[src/rtl/reduce_pkg.sv]
// Shared op encodings and per-op helpers for the pipelined reduction tree.
package reduce_pkg;

  localparam logic [1:0] OP_OR  = 2'b00;
  localparam logic [1:0] OP_AND = 2'b01;
  localparam logic [1:0] OP_XOR = 2'b10;
  localparam logic [1:0] OP_NOR = 2'b11;

  // Neutral element used to pad unused lanes: only AND needs a 1.
  function automatic logic identity(input logic [1:0] op);
    return (op == OP_AND);
  endfunction

  // Two-input reduction; NOR travels through the tree as OR and is inverted at the end.
  function automatic logic reduce2(input logic a, input logic b, input logic [1:0] op);
    logic r;
    case (op)
      OP_AND:  r = a & b;
      OP_XOR:  r = a ^ b;
      default: r = a | b;
    endcase
    return r;
  endfunction

endpackage

[src/rtl/reduce_stage.sv]
// One tree level: pairwise-reduces IN_W lanes into ceil(IN_W/2) registered lanes.
module reduce_stage
  import reduce_pkg::*;
#(
  parameter int IN_W = 2
) (
  input  logic                     clk,
  input  logic                     reset,
  input  logic                     advance,
  input  logic [IN_W-1:0]          in_data,
  input  logic [1:0]               in_op,
  input  logic                     in_valid,
  output logic [(IN_W+1)/2-1:0]    out_data,
  output logic [1:0]               out_op,
  output logic                     out_valid
);

  localparam int OUT_W = (IN_W + 1) / 2;

  logic [2*OUT_W-1:0] pad_data;
  logic [OUT_W-1:0]   red_next;
  logic [OUT_W-1:0]   data_reg;
  logic [1:0]         op_reg;
  logic               valid_reg;

  // Fill an odd trailing lane with the op's identity so it cannot disturb the result.
  always_comb begin
    pad_data = '0;
    pad_data[IN_W-1:0] = in_data;
    if (2 * OUT_W != IN_W) begin
      pad_data[2*OUT_W-1] = identity(in_op);
    end
  end

  genvar gi;
  generate
    for (gi = 0; gi < OUT_W; gi++) begin : g_lane
      assign red_next[gi] = reduce2(pad_data[2*gi], pad_data[2*gi+1], in_op);
    end
  endgenerate

  // Valid moves on every advance; data/op only load for real words so bubbles leave the last result in place.
  always_ff @(posedge clk or posedge reset) begin
    if (reset) begin
      valid_reg <= 1'b0;
      data_reg  <= '0;
      op_reg    <= OP_OR;
    end else if (advance) begin
      valid_reg <= in_valid;
      if (in_valid) begin
        data_reg <= red_next;
        op_reg   <= in_op;
      end
    end
  end

  assign out_data  = data_reg;
  assign out_op    = op_reg;
  assign out_valid = valid_reg;

endmodule

[src/rtl/reduce_nway_pipe.sv]
// Pipelined WIDTH-to-1 reduction (OR/AND/XOR/NOR) with one register per tree level
// and a valid/ready handshake; a single global advance stalls the whole pipe.
module reduce_nway_pipe
  import reduce_pkg::*;
#(
  parameter int WIDTH = 8
) (
  input  logic             clk,
  input  logic             reset,
  input  logic [WIDTH-1:0] in_data,
  input  logic [1:0]       in_op,
  input  logic             in_valid,
  output logic             in_ready,
  output logic             out_bit,
  output logic [1:0]       out_op,
  output logic             out_valid,
  input  logic             out_ready
);

  localparam int LEVELS = $clog2(WIDTH);
  localparam int PW     = 1 << LEVELS;

  // All tree levels packed back to back: level k starts at 2*PW - (2*PW >> k) and is PW >> k wide.
  logic [2*PW-2:0] tree_data;
  logic [1:0]      lvl_op    [0:LEVELS];
  logic            lvl_valid [0:LEVELS];
  logic [PW-1:0]   pad_data;
  logic            advance;

  // Widen the input word to a power of two using the op's identity.
  always_comb begin
    pad_data = {PW{identity(in_op)}};
    pad_data[WIDTH-1:0] = in_data;
  end

  assign tree_data[PW-1:0] = pad_data;
  assign lvl_op[0]         = in_op;
  assign lvl_valid[0]      = in_valid;

  // Empty output slot or a consuming sink lets every stage move together.
  assign advance  = !out_valid || out_ready;
  assign in_ready = advance;

  genvar gi;
  generate
    for (gi = 0; gi < LEVELS; gi++) begin : g_level
      localparam int IN_W     = PW >> gi;
      localparam int BASE_IN  = 2 * PW - ((2 * PW) >> gi);
      localparam int BASE_OUT = 2 * PW - ((2 * PW) >> (gi + 1));

      reduce_stage #(.IN_W(IN_W)) u_stage (
        .clk       (clk),
        .reset     (reset),
        .advance   (advance),
        .in_data   (tree_data[BASE_IN +: IN_W]),
        .in_op     (lvl_op[gi]),
        .in_valid  (lvl_valid[gi]),
        .out_data  (tree_data[BASE_OUT +: IN_W/2]),
        .out_op    (lvl_op[gi+1]),
        .out_valid (lvl_valid[gi+1])
      );
    end
  endgenerate

  assign out_valid = lvl_valid[LEVELS];
  assign out_op    = lvl_op[LEVELS];
  assign out_bit   = tree_data[2*PW-2] ^ (lvl_op[LEVELS] == OP_NOR);

endmodule

[config.mk]
export PLATFORM = sky130hd
export DESIGN_NAME = reduce_nway_pipe
export DESIGN_NICKNAME = d
export VERILOG_FILES = /design/src/rtl/reduce_pkg.sv /design/src/rtl/reduce_stage.sv /design/src/rtl/reduce_nway_pipe.sv
export SDC_FILE = /design/constraint.sdc
export NUM_CORES = 1
export LEC_CHECK = 0
export BUFFER_PORTS_ARGS = -buffer_cell sky130_fd_sc_hd__clkbuf_2
export CAP_MARGIN = 20
export CORE_MARGIN = 4
export CORE_UTILIZATION = 40
export CTS_CLUSTER_SIZE = 12
export DETAILED_ROUTE_END_ITERATION = 8
export GPL_ROUTABILITY_DRIVEN = 0
export GPL_TIMING_DRIVEN = 0
export REMOVE_ABC_BUFFERS = 1
export SLEW_MARGIN = 40
export SYNTH_ARGS = -nofsm -noshare
export SYNTH_HDL_FRONTEND = slang
export SYNTH_SLANG_ARGS = --single-unit
[constraint.sdc]
create_clock -name clk -period 1.23 [get_ports clk]
set_input_delay 0.3075 -clock clk [delete_from_list [all_inputs] [get_ports clk]]
set_output_delay 0.3075 -clock clk [all_outputs]
set_load 0.02 [all_outputs]
# Word level (Yosys, flattened, before mapping)

Index checks and enable logic that the tools add are counted.
W data, S select, Z words.

Add/sub/neg operators: 0
$mul: 0
Divide/modulo/power cells: 0
Order comparisons: 0
Eq/ne operators: 7
Shift-type cells: 0
Multiplexer cells: 7
Bitwise operators: 22
Reduce and logical (&&, ||, !) cells: 5

Operators by type and width:

| cell                 | number |
|---|---|
| $pmux W1 S2          | 7 |
| $eq A2 B2 Y1 const B | 4 |
| $xor A1 B1 Y1        | 8 |
| $and A1 B1 Y1        | 7 |
| $or A1 B1 Y1         | 7 |
| $eq A2 B1 Y1 const B | 3 |
| $reduce_and A2 Y1    | 3 |
| $logic_not A1 Y1     | 1 |
| $logic_or A1 B1 Y1   | 1 |

Register bits: 16
Bits in latches: 0
RAM bits: 0
Memory bits (read-only): 0
Input bits: 14
Memories kept: 0

# Logic depth before layout (Yosys ltp)

Gate-level depths: netlist (run 1).

Depth in word-level cells: 3
Depth in mapped cells: 6

# Modules after synthesis

From an unflattened synthesis (run 1), not the netlist that was laid out.

Cell total of the unflattened synthesis: 111
Area, all modules: 1,098.6 um^2

By module, submodules not included:

| module                             | times used | cells each | area an instance (um^2) | sequential area each (um^2) |
|---|---|---|---|---|
| reduce_stage at g_level[0].u_stage | 1          | 52         | 525.5                   | 175.2 |
| reduce_stage at g_level[1].u_stage | 1          | 31         | 324.1                   | 125.1 |
| reduce_stage at g_level[2].u_stage | 1          | 25         | 230.2                   | 100.1 |
| reduce_nway_pipe                   | 1          | 3          | 18.8                    | 0.0 |

# Worst setup path before layout (run 1)

No wires, ideal clock.

Path type: input port to flip-flop
Start point: in in_op[0]
End point: reg g_level[0].u_stage.data_reg[0]
Setup time: 0.125 ns
Arrival: 1.265 ns
Required time: 1.105 ns
Slack: -0.160 ns
Stages on the path: 6
Path buffers: 1
Path through: inv_1 -> ha_1 -> buf_6 -> a221oi_1 -> a21oi_1 -> mux2_4

Word-level cells in the longest chain between the ends: 2
Elaborated cells between the ends (all ways): 3
Classes of those cells: eq/ne (2); mux (1)

Ends and longest elaborated chain:

| item                                         | line                   | RTL |
|---|---|---|
| start: declaration                           | reduce_nway_pipe.sv:11 | `input logic [1:0] in_op,` |
| $eq A2 B2 Y1 or $eq A2 B1 Y1 (tied branches) | reduce_pkg.sv:17       | `case (op)` |
| $pmux W1 S2 (*)                              | reduce_pkg.sv:17       |  |
| end signal: assignment                       | reduce_stage.sv:51     | `data_reg <= red_next;` |
| end: declaration                             | reduce_stage.sv:22     | `logic [OUT_W-1:0] data_reg;` |

Every way passes the cells marked *; elsewhere a longest branch is shown, timed or not.
A chain may end at the register's enable or synchronous reset.

# Final worst setup path (run 1)

Start point: reg g_level[1].u_stage.data_reg[1]
End point: reg g_level[2].u_stage.data_reg

Word-level cells in the longest chain between the ends: 2
Elaborated cells between the ends (all ways): 4
Classes of those cells: mux (1); bitwise (3)

Ends and longest elaborated chain:

| item                                       | line               | RTL |
|---|---|---|
| start: declaration                         | reduce_stage.sv:22 |  |
| start signal: assignment                   | reduce_stage.sv:51 |  |
| $or A1 B1 Y1, or another cell as far along | reduce_pkg.sv:20   | `default: r = a \| b;` |
| $pmux W1 S2 (*)                            | reduce_pkg.sv:17   |  |
| end signal: assignment                     | reduce_stage.sv:51 |  |
| end: declaration                           | reduce_stage.sv:22 |  |

Marked as above.

==> results of run 1 <==
==> final timing paths <==
path | startpoint | end | slack, ns | cells past startpoint
worst max-delay path | g_level[1].u_stage.out_data[1] | g_level[2].u_stage.out_data | -0.17 | 5
worst min-delay path | reset | g_level[0].u_stage.out_op[1] | 0.06 | 2
worst max register to register | g_level[1].u_stage.out_data[1] | g_level[2].u_stage.out_data | -0.17 | 5
worst min register to register | g_level[2].u_stage.out_op[1] | g_level[2].u_stage.out_op[1] | 0.55 | 1
max in group asynchronous | reset | g_level[2].u_stage.out_op[1] | 0.78 | 2
min in group clk | in_op[0] | g_level[0].u_stage.out_op[0] | 0.28 | 3
==> routing by layer <==
layer  vias up  share of wire (%)
met5         -                  0
met4         0               0.98
met3         2                2.8
met2        13                 52
met1       362                 45
li1        389                  -
==> where the power goes <==
part,total (mW),switching (mW),internal (mW)
sequential,0.913,0.174,0.739
clock,0.341,0.161,0.180
combinational,1.72,0.748,0.975
==> logic make-up (layout without fill, tap and decap cells) <==
group | after synthesis | in the layout | synth area share (%)
buffers and inverters | 25 | 56 | 10.07
AO/OA/AOI/OAI | 16 | 16 | 9.838
flip-flops | 16 | 16 | 37.04
adder cells (fa/ha/maj) | 20 | 20 | 23.15
XOR/XNOR | 1 | 1 | 0.8103
AND/OR/NAND/NOR | 6 | 6 | 3.936
multiplexers | 13 | 13 | 15.16
==> layout make-up <==
type / instances / area [um^2] / share of cell area [%]
clock buffer: 4 / 36.28 / 2.483
inverter: 23 / 86.33 / 5.908
multi-input combinational: 56 / 688.2 / 47.09
sequential: 16 / 400.4 / 27.40
tap: 30 / 37.54 / 2.568
timing repair buffer: 29 / 212.7 / 14.55
==> sequential cells by signal, indices dropped and copies added, names as in the netlist <==
signal                     count
g_level.u_stage.out_data       7
g_level.u_stage.out_op         6
g_level.u_stage.out_valid      3
==> layout by cell type (no fill, tap or decap) <==
master	instances
a21oi_1	6
a21oi_2	1
a221oi_1	1
a221oi_2	6
buf_4	8
buf_6	6
buf_8	1
clkbuf_2	14
clkbuf_4	3
clkbuf_8	1
dfrtp_1	16
ha_1	12
ha_2	5
ha_4	3
inv_1	20
inv_2	3
mux2_2	2
mux2_4	7
mux2i_1	4
nand2_1	2
nand2_4	2
nand2_8	1
nand2b_4	1
o21ai_0	2
xnor2_1	1
==> what timing repair did <==
item / CTS / global route
gates cloned: 0 / 0
gates resized for setup: 11 / 27
pin swaps: 3 / 5
setup buffers: 10 / 1
endpoints found under the setup margin: 10 / 9
==> per-stage QoR <==
step,hold slack (ns),setup slack (ns),std cells,util (%),instance area (um^2)
finish,0.05706,-0.1651,158,57.94,1461
global route,0.09860,-0.2197,158,57.94,1461
CTS,0.07476,-0.1704,157,53.52,1350
detailed placement,0.3882,-0.3404,143,47.02,1186
global placement,0.3773,-0.3035,143,47.02,1186
floorplan,0.2212,-0.1972,95,-,1059
==> flow_summary.yaml, run 1 <==
power:
  p_total_mw: 2.977
  vdd_ir_drop_max_v: 0.001626
  p_per_area_mw_per_mm2: 2037
  p_leak_nw: 0.7900
critical_path:
  critPathTopFamily: "flip-flops"
  arrival_ns: 1.57
  worst_setup_path_end_kind: "register"
  worstPathMaxFanout: 2
  critPathBufInv: 1
  required_ns: 1.40
  critPathKind: "register to register"
  crit_path_top_delay_cell: "dfrtp_1"
  worstSetupStartpointType: "register"
  critPathMaxStageDelay_ns: 0.36
  crit_chain: "inv_1 -> ha_1 -> a221oi_2 -> a21oi_2 -> mux2_4"
timing:
  fin_crit_sh_pct: 113.4
  drv_slew: 0
  fin_setup_tns_ns: -0.5890
  setup_slack_ns: -0.1651
  worst_slew_pin_slew_ns: 0.5997
  grt_setup_unrepaired: "yes"
  slew_headroom_pct: 59.97
  skew_ns: 0.005541
  hold_viol_final: 0
  fin_crit_ns: 1.395
  max_freq_mhz: 716.8
  finalSetupViolCount: 6
cells_and_area:
  drive_above_1_share_pct: 50.00
  diodes: 0
  area_growth_pct: 35.19
  nFillCells: 213
  nNetsFinal: 163
yosys:
  yosysMostFrequentCell: "inv_1"
  ys_seq_area_share_pct: 37.04
  synth_top_area_share_pct: 37.04
  synthFlopType: "dfrtp_1"
  yosys_warnings: 0
  synth_cell_types: 15
  syn_area_mm2: 0.001081
  synthCells: 97
  synth-seq-cells: 16
  syn_avg_cell_area_um2: 11.14
  synth_commonest_cells: "23 x inv_1, 20 x ha_1, 16 x dfrtp_1, 7 x a21oi_1, 7 x a221oi_1"
  yosysTopAreaCell: "dfrtp_1"
  synth_edf_count: 0
  synth-async-reset-ratio_pct: 100.0
  synth_area_leaders: "dfrtp_1 37%, ha_1 23%, mux2_4 8.3%, inv_1 8.0%, a221oi_1 5.7%"
routing:
  vias: 766
  ant_nets: 0
  wl_per_cell_um: 12.32
  drtIter0Drc: 23
  drc_errors: 0
  drt-total-wl_um: 1946
  vias_per_cell: 4.848
  first_pass_iters: 4
global_route:
  grt_use_total_pct: 12.72
  grt_use_met2_pct: 22.38
  grt_overflow: 0
  grtUsageMet1_pct: 13.72
  grt_pass1_wl_um: 3394
  first_global_vias: 783
  use_met3_pct: 3.456
  grt_max_degree: 17
  grt.busiest_layer: "met2"
  antenna_found_initial: 0
clock_tree:
  clkLatencyLatePin_ns: 0.28
  ctsHoldBuffers: 0
  root_buffer: "clkbuf_4"
  clk_pin_slew_worst_paths_ns: 0.09
  cts_sinks: 16
  clockBufferDepth: 2
  htree_levels: 1
  cts_buffers: 3
  cts_tree: "yes"
place:
  dp_hpwl_um: 1338
  io_buffer_count: 18
die:
  die_y_um: 59.99
  dieArea_mm2: 0.003598
  start_util_pct: 42.86
  design.core.area_mm2: 0.002522
  num_rows: 18
  fp.dieW_um: 59.99
  pin_count: 19
worst_hold_path:
  hold_class: "primary input to asynchronous set/reset pin"
run_status:
  violations: "setup timing"
  status: "finished with violations"
run:
  cap_violations: 0
Power figures use the tool's default switching activity.
==> run 2: changes to the inputs <==
ABC_AREA = 1   (was default)
==> flow_summary.yaml, run 2 <==
routing:
  ant_nets: 0
  wl_per_cell_um: 9.084
  vias: 891
  drc_errors: 0
  first_pass_iters: 4
  vias_per_cell: 4.389
  drt-total-wl_um: 1844
  drtIter0Drc: 29
worst_hold_path:
  hold_class: "primary input to asynchronous set/reset pin"
cells_and_area:
  mostFrequentLayoutCell: "nand2_1"
  layout_common_cells: "52 x nand2_1, 31 x inv_1, 19 x ha_1"
  largest_reg_flops: 7
  drive_above_1_share_pct: 19.08
  nNetsFinal: 208
  diodes: 0
  area_growth_pct: 20.36
  nFillCells: 242
timing:
  finalSetupViolCount: 2
  max_freq_mhz: 753.2
  fin_crit_ns: 1.328
  drv_slew: 0
  slew_headroom_pct: 60.85
  fin_crit_sh_pct: 107.9
  grt_setup_unrepaired: "yes"
  skew_ns: 0.002590
  setup_slack_ns: -0.09774
  worst_slew_pin_slew_ns: 0.5867
  whs_ns: 0.05316
  hold_viol_final: 0
die:
  design.core.area_mm2: 0.002567
  start_util_pct: 43.57
  pin_count: 19
  num_rows: 18
  dieArea_mm2: 0.003706
  fp.dieW_um: 60.88
  die_y_um: 60.88
global_route:
  grt_use_total_pct: 11.38
  antenna_found_initial: 0
  first_global_vias: 801
  grt_overflow: 0
  grt_pass1_wl_um: 3208
  grt_max_degree: 17
critical_path:
  worst_setup_path_end_kind: "output port"
  arrival_ns: 1.02
  worstSetupStartpointType: "register"
  required_ns: 0.92
  worstPathMaxFanout: 2
  critPathKind: "register to output port"
yosys:
  synth_edf_count: 0
  synth_cell_types: 15
  synthCells: 147
  syn_area_mm2: 0.001119
  synth_top_area_share_pct: 35.79
  synth-seq-cells: 16
  syn_avg_cell_area_um2: 7.609
  synthFlopType: "dfrtp_1"
  yosys_warnings: 0
  synth-async-reset-ratio_pct: 100.0
  yosysMostFrequentCell: "nand2_1"
  yosysTopAreaCell: "dfrtp_1"
  ys_seq_area_share_pct: 35.79
  synth_area_leaders: "dfrtp_1 36%, ha_1 22%, nand2_1 17%, inv_1 10%, nand3_1 3.1%"
  synth_commonest_cells: "52 x nand2_1, 31 x inv_1, 20 x ha_1, 16 x dfrtp_1, 7 x nand3_1"
run:
  cap_violations: 0
power:
  p_int_mw: 1.378
  vdd_ir_drop_max_v: 0.001331
  switching_power_uw: 869.7
  p_per_area_mw_per_mm2: 1669
  seq_power_share_pct: 37.9
  p_total_mw: 2.248
  p_clk_share_pct: 15.2
  p_leak_nw: 0.8356
  switching_share_pct: 38.69
  comb_power_share_pct: 46.8
clock_tree:
  clkLatencyLatePin_ns: 0.28
  cts_tree: "yes"
  htree_levels: 1
  clockBufferDepth: 2
  ctsHoldBuffers: 0
  cts_buffers: 3
  clk_pin_slew_worst_paths_ns: 0.09
  root_buffer: "clkbuf_4"
  cts_sinks: 16
run_status:
  status: "finished with violations"
  violations: "setup timing"
place:
  io_buffer_count: 18
  dp_hpwl_um: 1501
[run 2: cell count changes after synthesis, sizes merged, moves of 4 or more]
| cell | previous run | this run |
|---|---|---|
| a21oi | 7 | 1 |
| a221oi | 7 | 0 |
| inv | 23 | 32 |
| mux2 | 9 | 0 |
| mux2i | 4 | 0 |
| nand2 | 5 | 55 |
| nand3 | 0 | 7 |
| nor2 | 0 | 7 |
| o21ai | 2 | 7 |
[run 2: cells by family (layout without fill, tap and decap cells)]
family          after synthesis  after routing  share of synthesized area [%]
compound gates                8              8                          3.579
xor+xnor                      1              1                         0.7831
fa+ha+maj                    20             20                          22.37
buf+inv                      33             59                          11.74
flops                        16             16                          35.79
simple gates                 69             69                          25.73
[run 2: worst max-delay path: stages, from the launching register on]
cell and delay [ns]:
dfrtp_1 0.39, nand2_1 0.08, xnor2_1 0.11, buf_4 0.16
[run 2: power groups by stage]
stage	clock (mW)	combinational, mW	sequential (mW)
finish	0.342	1.05	0.853
global placement	0	0.869	0.868
floorplan	0	0.628	0.896
detailed placement	0	0.894	0.874
CTS	0.361	0.973	0.856
global route	0.378	1.24	0.875
[run 2: worst paths after layout]
kind,startpoint,end,slack (ns),cells after the start
max reg2reg,g_level[1].u_stage.out_data[0],g_level[2].u_stage.out_data,0.13,6
min reg2reg,g_level[1].u_stage.out_valid,g_level[2].u_stage.out_valid,0.50,2
max,g_level[2].u_stage.out_op[1],out_bit,-0.1,3
min in group clk,in_op[1],g_level[0].u_stage.out_op[1],0.29,3
max in group asynchronous,reset,g_level[2].u_stage.out_valid,0.79,2
min,reset,g_level[1].u_stage.out_valid,0.05,2
[run 2: repair_timing]
| action | CTS | global route |
|---|---|---|
| setup buffers | 3 | 2 |
| pin swaps | 2 | 2 |
| resized for setup | 3 | 10 |
| endpoints found under the setup margin | 2 | 6 |
[run 2: area by class of cell]
class | count | area, um^2 | area share (%)
clock buffer | 4 | 36.28 | 2.695
inverter | 32 | 120.1 | 8.922
multi-input combinational | 98 | 599.3 | 44.52
sequential | 16 | 400.4 | 29.74
tap | 30 | 37.54 | 2.788
timing repair buffer | 23 | 152.6 | 11.34
[run 2: stage by stage]
stage                     utilization, %  setup WS (ns)  instances  cell area, um^2  setup TNS (ns)
after CTS                          50.83        -0.1456        201             1305         -0.2182
after detailed placement           48.10       -0.06198        194             1235         -0.2319
final                              52.44       -0.09774        203             1346         -0.1059
after global placement             48.10       -0.05153        194             1235         -0.1779
after global routing               52.44        -0.1523        203             1346         -0.2558
after floorplan                        -      -0.006369        146             1107       -0.006369
[run 2: routing by layer]
metal	routed length, um	part of all wire [%]	GRT usage (%)	vias up
met5	0	0	0	-
met4	17	0.92	4.644	0
met3	48	2.6	0.8511	2
met2	936	51	19.85	15
met1	841	46	14.49	382
li1	-	-	-	492
==> run 3: changes to the inputs <==
PLACE_DENSITY = 0.63   (was default)
==> flow_summary.yaml, run 3 (same netlist as run 2, synthesis figures left out) <==
critical_path:
  worstSetupStartpointType: "register"
  crit_chain: "nand2_1 -> xnor2_1 -> buf_4"
  crit_path_top_delay_cell: "dfrtp_1"
  worstPathMaxFanout: 2
  r2r-end: "g_level[1].u_stage.out_data[1]"
  critPathBufInv: 1
  arrival_ns: 1.03
  required_ns: 0.92
  critPathMaxStageDelay_ns: 0.39
  critPathKind: "register to output port"
  crit_path_start: "g_level[2].u_stage.out_op[0]"
  worst_setup_path_end_kind: "output port"
  reg2reg_from: "g_level[0].u_stage.out_op[0]"
  critPathTopFamily: "flip-flops"
  reg2reg_slack_ns: 0.10
  r2r_cells: 6
timing:
  worst_slew_pin_slew_ns: 0.6021
  setup_slack_ns: -0.1034
  finalSetupViolCount: 3
  hold_viol_final: 0
  max_freq_mhz: 750.0
  fin_crit_sh_pct: 108.4
  fin_setup_tns_ns: -0.1394
  fin_crit_ns: 1.333
  skew_ns: 0.001888
  drv_slew: 0
  slew_headroom_pct: 59.82
  grt_setup_unrepaired: "yes"
routing:
  ant_nets: 0
  vias_per_cell: 4.517
  drt-total-wl_um: 2024
  first_pass_iters: 4
  drc_errors: 0
  drtIter0Drc: 13
  wl_per_cell_um: 9.970
  vias: 917
power:
  p_per_area_mw_per_mm2: 1736
  vdd_ir_drop_max_v: 0.001188
  p_leak_nw: 0.8364
  p_total_mw: 2.370
clock_tree:
  cts_buffers: 3
  clkLatencyLatePin_ns: 0.29
  clockBufferDepth: 2
  cts_sinks: 16
  root_buffer: "clkbuf_4"
  htree_levels: 1
  ctsHoldBuffers: 0
  clk_pin_slew_worst_paths_ns: 0.09
  cts_tree: "yes"
die:
  num_rows: 18
  fp.dieW_um: 60.88
  design.core.area_mm2: 0.002567
  dieArea_mm2: 0.003706
  pin_count: 19
  start_util_pct: 43.57
  die_y_um: 60.88
cells_and_area:
  largest_reg_flops: 7
  nFillCells: 257
  diodes: 0
  nNetsFinal: 208
  layout_common_cells: "52 x nand2_1, 31 x inv_1, 18 x ha_1"
  regArea_um2: 400.4
  drive_above_1_share_pct: 20.23
  multi_input_area_um2: 615.6
  area_growth_pct: 22.04
  final_core_util_pct: 53.17
  mostFrequentLayoutCell: "nand2_1"
place:
  pre_cts_ws_ns: -0.08548
  io_buffer_count: 18
  dp_hpwl_um: 1620
global_route:
  first_global_vias: 924
  grt_max_degree: 17
  grt_overflow: 0
  grt_use_total_pct: 12.64
  antenna_found_initial: 0
  grt_pass1_wl_um: 3512
worst_hold_path:
  hold_class: "primary input to asynchronous set/reset pin"
run_status:
  violations: "setup timing"
  status: "finished with violations"
run:
  cap_violations: 0
==> run 3: cell types whose count changed in the layout (fill, tap and decap cells not counted), sizes merged <==
cell,previous run,this run
buf,9,10
clkbuf,18,17
==> run 3: where the power goes <==
| group | leakage, nW | internal [mW] | switching, mW | total, mW |
|---|---|---|---|---|
| logic | 0.618 | 0.536 | 0.610 | 1.15 |
| clock network | 0.0210 | 0.181 | 0.172 | 0.353 |
| registers | 0.197 | 0.716 | 0.155 | 0.871 |
| total | 0.836 | 1.43 | 0.937 | 2.37 |
==> run 3: area by class of cell <==
type,instances,area share [%]
Clock buffer,4,2.658
Sequential cell,16,29.33
Multi-Input combinational cell,98,45.10
Timing Repair Buffer,23,11.37
Inverter,32,8.799
Tap cell,30,2.750
==> run 3: worst max-delay path by stage <==
| stage | endpoint | depth (start not counted) |
|---|---|---|
| detailed placement | g_level[0].u_stage.out_data[3] | 7 |
| CTS | out_bit | 3 |
| finish | out_bit | 3 |
| global route | out_bit | 3 |
| global placement | g_level[0].u_stage.out_data[3] | 7 |
| floorplan | out_bit | 2 |
==> run 3: layer usage <==
layer / up-vias / routed length, um / global-route usage [%]
li1: 488 / - / -
met1: 401 / 817 / 13.67
met2: 21 / 1058 / 23.97
met3: 7 / 80 / 1.277
met4: 0 / 68 / 6.502
met5: - / 0 / 0
==> run 3: per-stage QoR <==
step	std cells	hold WS [ns]	area [um^2]
6_report	203	0.04718	1365
3_3_place_gp	194	0.3746	1235
4_1_cts	201	0.07124	1305
2_1_floorplan	146	0.2212	1107
5_1_grt	203	0.1039	1365
3_5_place_dp	194	0.3892	1235
==> run 3: what timing repair did <==
item,4_1_cts,5_1_grt
setup buffers,3,2
resized for setup,3,13
pin swaps,2,2
endpoints found under the setup margin,2,8
